`src/rtl/elastic_skid_pkg.sv`:
```
// Shared types for the ready-registered elastic stage (skid buffer).
package elastic_pkg;

  typedef enum logic [1:0] {
    EMPTY = 2'd0,
    BUSY  = 2'd1,
    FULL  = 2'd2
  } elastic_skid_state_e;

endpackage

```
`src/rtl/elastic_skid_ctrl.sv`:
```
// Skid buffer control: occupancy FSM plus registered ready_o/valid_o and data-reg load strobes.
// Optional full_o output exists only when ELASTIC_SKID_STATS_EN is defined.
module elastic_skid_ctrl
  import elastic_pkg::*;
(
  input  logic clk_i,
  input  logic reset_i,
  input  logic valid_i,
  input  logic ready_i,
  output logic ready_o,
  output logic valid_o,
  output logic load_main_o,
  output logic load_skid_o,
  output logic sel_skid_o
`ifdef ELASTIC_SKID_STATS_EN
  ,
  output logic full_o
`endif
);

  elastic_skid_state_e r_state;
  elastic_skid_state_e w_next;
  logic                r_ready;
  logic                r_valid;
  logic                w_in;
  logic                w_out;

  // Handshakes use the registered flags, so ready_i never reaches ready_o combinationally.
  assign w_in  = valid_i & r_ready;
  assign w_out = r_valid & ready_i;

  always_comb begin
    w_next      = r_state;
    load_main_o = 1'b0;
    load_skid_o = 1'b0;
    sel_skid_o  = 1'b0;
    case (r_state)
      EMPTY: begin
        if (w_in) begin
          w_next      = BUSY;
          load_main_o = 1'b1;
        end
      end
      BUSY: begin
        if (w_in && w_out) begin
          load_main_o = 1'b1;
        end else if (w_in) begin
          w_next      = FULL;
          load_skid_o = 1'b1;
        end else if (w_out) begin
          w_next      = EMPTY;
        end
      end
      FULL: begin
        if (w_out) begin
          w_next      = BUSY;
          load_main_o = 1'b1;
          sel_skid_o  = 1'b1;
        end
      end
      default: w_next = EMPTY;
    endcase
  end

  always_ff @(posedge clk_i or posedge reset_i) begin
    if (reset_i) begin
      r_state <= EMPTY;
      r_ready <= 1'b0;
      r_valid <= 1'b0;
    end else begin
      r_state <= w_next;
      r_ready <= (w_next != FULL);
      r_valid <= (w_next != EMPTY);
    end
  end

  assign ready_o = r_ready;
  assign valid_o = r_valid;

`ifdef ELASTIC_SKID_STATS_EN
  assign full_o = (r_state == FULL);
`endif

endmodule

```
`src/rtl/elastic_skid.sv`:
```
// Ready-registered elastic stage: depth-2 FIFO cutting the ready path, full throughput.
// Define ELASTIC_SKID_STATS_EN to add the saturating stall_count_o (cycles spent FULL).
module elastic_skid
  import elastic_pkg::*;
#(
  parameter int width_p          = 8,
  parameter int datapath_reset_p = 0
`ifdef ELASTIC_SKID_STATS_EN
  ,
  parameter int count_width_p    = 16
`endif
) (
  input  logic               clk_i,
  input  logic               reset_i,
  input  logic [width_p-1:0] data_i,
  input  logic               valid_i,
  output logic               ready_o,
  output logic               valid_o,
  output logic [width_p-1:0] data_o,
  input  logic               ready_i
`ifdef ELASTIC_SKID_STATS_EN
  ,
  output logic [count_width_p-1:0] stall_count_o
`endif
);

  logic [width_p-1:0] r_main;
  logic [width_p-1:0] r_skid;
  logic               w_load_main;
  logic               w_load_skid;
  logic               w_sel_skid;
`ifdef ELASTIC_SKID_STATS_EN
  logic               w_full;
`endif

  elastic_skid_ctrl u_ctrl (
    .clk_i       (clk_i),
    .reset_i     (reset_i),
    .valid_i     (valid_i),
    .ready_i     (ready_i),
    .ready_o     (ready_o),
    .valid_o     (valid_o),
    .load_main_o (w_load_main),
    .load_skid_o (w_load_skid),
    .sel_skid_o  (w_sel_skid)
`ifdef ELASTIC_SKID_STATS_EN
    ,
    .full_o      (w_full)
`endif
  );

  // Data regs load only on strobes gated by ready_o, so X on data_i never lands while stalled.
  if (datapath_reset_p != 0) begin : g_data_rst
    always_ff @(posedge clk_i or posedge reset_i) begin
      if (reset_i) begin
        r_main <= '0;
        r_skid <= '0;
      end else begin
        if (w_load_main) r_main <= w_sel_skid ? r_skid : data_i;
        if (w_load_skid) r_skid <= data_i;
      end
    end
  end else begin : g_data_norst
    always_ff @(posedge clk_i) begin
      if (w_load_main) r_main <= w_sel_skid ? r_skid : data_i;
      if (w_load_skid) r_skid <= data_i;
    end
  end

  assign data_o = r_main;

`ifdef ELASTIC_SKID_STATS_EN
  localparam logic [count_width_p-1:0] CountOne = count_width_p'(1);
  logic [count_width_p-1:0] r_stall;

  always_ff @(posedge clk_i or posedge reset_i) begin
    if (reset_i) begin
      r_stall <= '0;
    end else if (w_full && (r_stall != '1)) begin
      r_stall <= r_stall + CountOne;
    end
  end

  assign stall_count_o = r_stall;
`endif

endmodule

```
`config.mk`:
```
export PLATFORM = sky130hd
export DESIGN_NAME = elastic_skid
export DESIGN_NICKNAME = d
export VERILOG_FILES = /design/src/rtl/elastic_skid_pkg.sv /design/src/rtl/elastic_skid_ctrl.sv /design/src/rtl/elastic_skid.sv
export SDC_FILE = /design/constraint.sdc
export NUM_CORES = 1
export LEC_CHECK = 0
export BUFFER_PORTS_ARGS = -buffer_cell sky130_fd_sc_hd__clkbuf_2
export CORE_MARGIN = 2
export CORE_UTILIZATION = 40
export DETAILED_ROUTE_END_ITERATION = 10
export GPL_TIMING_DRIVEN = 0
export PLACE_DENSITY_LB_ADDON = 0.08
export SETUP_SLACK_MARGIN = 0.3
export SYNTH_ARGS = -nofsm -noshare
export SYNTH_HDL_FRONTEND = slang
export SYNTH_HIERARCHICAL = 1
export SYNTH_SLANG_ARGS = --single-unit
```
`constraint.sdc`:
```
create_clock -name clk_i -period 3.78 [get_ports clk_i]
set_input_delay 0.378 -clock clk_i [delete_from_list [all_inputs] [get_ports clk_i]]
set_output_delay 0.378 -clock clk_i [all_outputs]
set_load 0.01 [all_outputs]
```
==> flow_metrics.env <==
export IMPL_cts_buffer_depth=2
export IMPL_timing_rr_end="data_o[1]$_DFFE_PP_"
export IMPL_sequential_cell_area_sq_um=580.6
export IMPL_detailedPlace_worstSlack_ps=2247
export IMPL_cts_tree="built"
export IMPL_setup_repair_after_global_routing_missed_its_margin="false"
export IMPL_core_rowCount=16
export IMPL_synth_top_cells_by_area="sky130_fd_sc_hd__edfxtp_1 58%, sky130_fd_sc_hd__mux2_4 15%, sky130_fd_sc_hd__dfrtp_1 12%"
export IMPL_crit_path_max_fanout=8
export IMPL_numPortBuffers=21
export IMPL_tightest_slew_ps=365.2
export IMPL_syn_area_per_cell_sq_um=17.54
export IMPL_synth_cell_type_count=20
export IMPL_antenna_found_initial=0
export IMPL_grt_pass1_wl_um=1876
export IMPL_final_net_count=86
export IMPL_instance_count_along_the_most_critical_hold_path=1
export IMPL_clock_latency_ps=290
export IMPL_floorplan_initialDensity_pct=42.03
export IMPL_multi_input_comb_area_sq_um=229.0
export IMPL_layout_core_utilization_pct=50.96
export IMPL_placedInstanceArea_sq_um=963.4
export IMPL_boundaryPins=22
export IMPL_detail_route_antenna_nets=0
export IMPL_detail_route_wirelength_um=1166
export IMPL_cp_slowest_stage_delay_ps=450
export IMPL_fmax_mhz=646.2
export IMPL_drt_iter0_markers=7
export IMPL_finalSetupViolCount=0
export IMPL_drt_vias_per_instance=4.630
export IMPL_die_width_um=49.40
export IMPL_share_of_the_yosys_chip_area_belonging_to_registers_pct=70.41
export IMPL_drv_cap=0
export IMPL_area_overhead_vs_synth_pct=21.24
export IMPL_synth_top_area_share_pct=58.27
export IMPL_timing_critical_path_to_type="register"
export IMPL_synthArstFlopShare_pct=20.00
export IMPL_fin_worst_skew_ps=1.477
export IMPL_finalWorstSetupSlack_ps=2232
export IMPL_cts_root_buffer="sky130_fd_sc_hd__clkbuf_4"
export IMPL_hold_slack_final_ps=276.7
export IMPL_total_standard_cell_area_after_synthesis_sq_um=824.5
export IMPL_globalRouteOverflowTotal=0
export IMPL_ir_worst_vdd_mv=0.3198
export IMPL_timing_critical_path_cells="or2b_1 -> nor2_1 -> buf_6 -> mux2_4"
export IMPL_master_of_the_slowest_instance_on_the_critical_path="sky130_fd_sc_hd__dfrtp_1"
export IMPL_overall_global_routing_resource_usage_pct=10.55
export IMPL_share_of_layout_cells_above_drive_strength_1_pct=49.32
export IMPL_ff_to_ff_path_depth=4
export IMPL_r2r_setup_slack_ps=2230
export IMPL_r2r_start="u_ctrl/r_state[0]$_DFF_PP0_"
export IMPL_antenna_cells_inserted=0
export IMPL_status="finished, final reports clean"
export IMPL_drtPass1Iterations=2
export IMPL_wl_per_cell_um=11.66
export IMPL_post_cts_setup_buffer_count=0
export IMPL_final_hold_vios=0
export IMPL_syn_instance_count=47
export IMPL_place_gp_congestion=0.7595
export IMPL_power_density_nw_per_um2=603.6
export IMPL_numCtsBuffers=3
export IMPL_cts_clk_slew_worst_paths_ps=100
export IMPL_final_period_util_pct=40.94
export IMPL_worst_hold_path_endpoint="r_skid[6]$_DFFE_PP_"
export IMPL_leakage_nw=0.4210
export IMPL_cts_max_level=1
export IMPL_grt_pass1_vias=427
export IMPL_grt_max_degree=12
export IMPL_post_synth_top_area_cell="sky130_fd_sc_hd__edfxtp_1"
export IMPL_final_max_slew_viol_count=0
export IMPL_ffs_latches_synth=20
export IMPL_floorplan_die_height_um=49.40
export IMPL_n_fill_cell=190
export IMPL_start_kind="register"
export IMPL_clock_tree_sinks=20
export IMPL_min_delay_path_class="input port to register"
export IMPL_final_design_area_no_fill_sq_um=999.7
export IMPL_drc=0
export IMPL_criticalPathCategory="register to register"
export IMPL_synth_warning_count=6
export IMPL_routed_vias=463
export IMPL_worstHoldStart="data_i[6]"
export IMPL_slew_headroom_pct=75.60
export IMPL_synth_enable_flop_cells=16
export IMPL_synthesis_nets=59
export IMPL_fp_dieArea_sq_um=2440
export IMPL_hpwl_detailed_um=876.8
export IMPL_timing_critical_path_arrival_ps=1600
export IMPL_design_core_area_sq_um=1962
export IMPL_post_route_min_period_ps=1548
export IMPL_setup_total_negative_slack_ps=0
export IMPL_ys_flop_type="sky130_fd_sc_hd__edfxtp_1"
export IMPL_critPathRequiredTime_ps=3830
placed cells by master (no fill, tap or decap), types with 3 or more instances in the layout:
cell and instances:
sky130_fd_sc_hd__dfrtp_1 4, sky130_fd_sc_hd__nand2_1 3, sky130_fd_sc_hd__edfxtp_1 16, sky130_fd_sc_hd__clkbuf_2 21
sky130_fd_sc_hd__mux2_4 8, sky130_fd_sc_hd__clkbuf_4 3
metrics by stage:
step	instances	total power [mW]
finish	100	0.6034
global route	100	0.6435
CTS	100	0.6158
detailed placement	95	0.5114
global placement	95	0.5085
floorplan	47	0.4481
flip-flops by register name (all words and copies together) (netlist names):
signal,flops
r_skid,8
u_ctrl/ready_o,1
u_ctrl/valid_o,1
data_o,8
u_ctrl/r_state,2
per-layer routing:
metal / vias up / track usage (%) / share of wire [%]
li1: 229 / - / -
met1: 225 / 11.85 / 42
met2: 9 / 18.02 / 54
met3: 0 / 3.067 / 3.7
met4: 0 / 5.556 / 0
met5: - / 0 / 0
report_power, final:
part	internal, mW	switching (mW)
clock	0.0410	0.0585
combinational	0.0738	0.0880
sequential	0.315	0.0271
cells by family (layout without fill, tap and decap cells):
family	count (synthesis)	after routing	share of synthesized area (%)
simple gates	12	12	9.257
mux	8	8	14.57
flops	20	20	70.41
buf+inv	2	28	1.820
compound gates	5	5	3.945
timing repair:
action | in CTS | in global routing
hold buffers | 1 | 0
hold endpoints to repair | 4 | 0
gates resized for setup | 0 | 0
worst max path at each step:
| stage | startpoint | end | slack (ps) | depth (start not counted) |
|---|---|---|---|---|
| 5_1_grt | u_ctrl/r_state[0]$_DFF_PP0_ | data_o[7]$_DFFE_PP_ | 2170 | 4 |
| 3_5_place_dp | u_ctrl/r_state[0]$_DFF_PP0_ | data_o[1]$_DFFE_PP_ | 2250 | 4 |
| 3_3_place_gp | u_ctrl/r_state[0]$_DFF_PP0_ | data_o[0]$_DFFE_PP_ | 2250 | 4 |
| 4_1_cts | u_ctrl/r_state[0]$_DFF_PP0_ | data_o[1]$_DFFE_PP_ | 2220 | 4 |
| 2_1_floorplan | u_ctrl/r_state[0]$_DFF_PP0_ | data_o[0]$_DFFE_PP_ | 2320 | 4 |
| 6_report | u_ctrl/r_state[0]$_DFF_PP0_ | data_o[1]$_DFFE_PP_ | 2230 | 4 |
cells in the mapped netlist (all sizes together), types with 2 or more instances:
cell    number
edfxtp      16
mux2         8
dfrtp        4
nand2        3
o21ai        2
final cells by class:
type	count	area share, %
plain buffers	1	1.126
clock buffers	4	2.628
well taps	27	3.379
repair buffers	22	11.51
flip-flops and latches	20	58.07
inverters	1	0.3755
multi-input cells	25	22.90
worst max-delay path, delay by kind of cell (launching register included):
family	cells	cell delay (ps)
flops	1	450
simple gates	2	370
mux	1	310
buf+inv	1	170
Power figures use the tool's default switching activity.
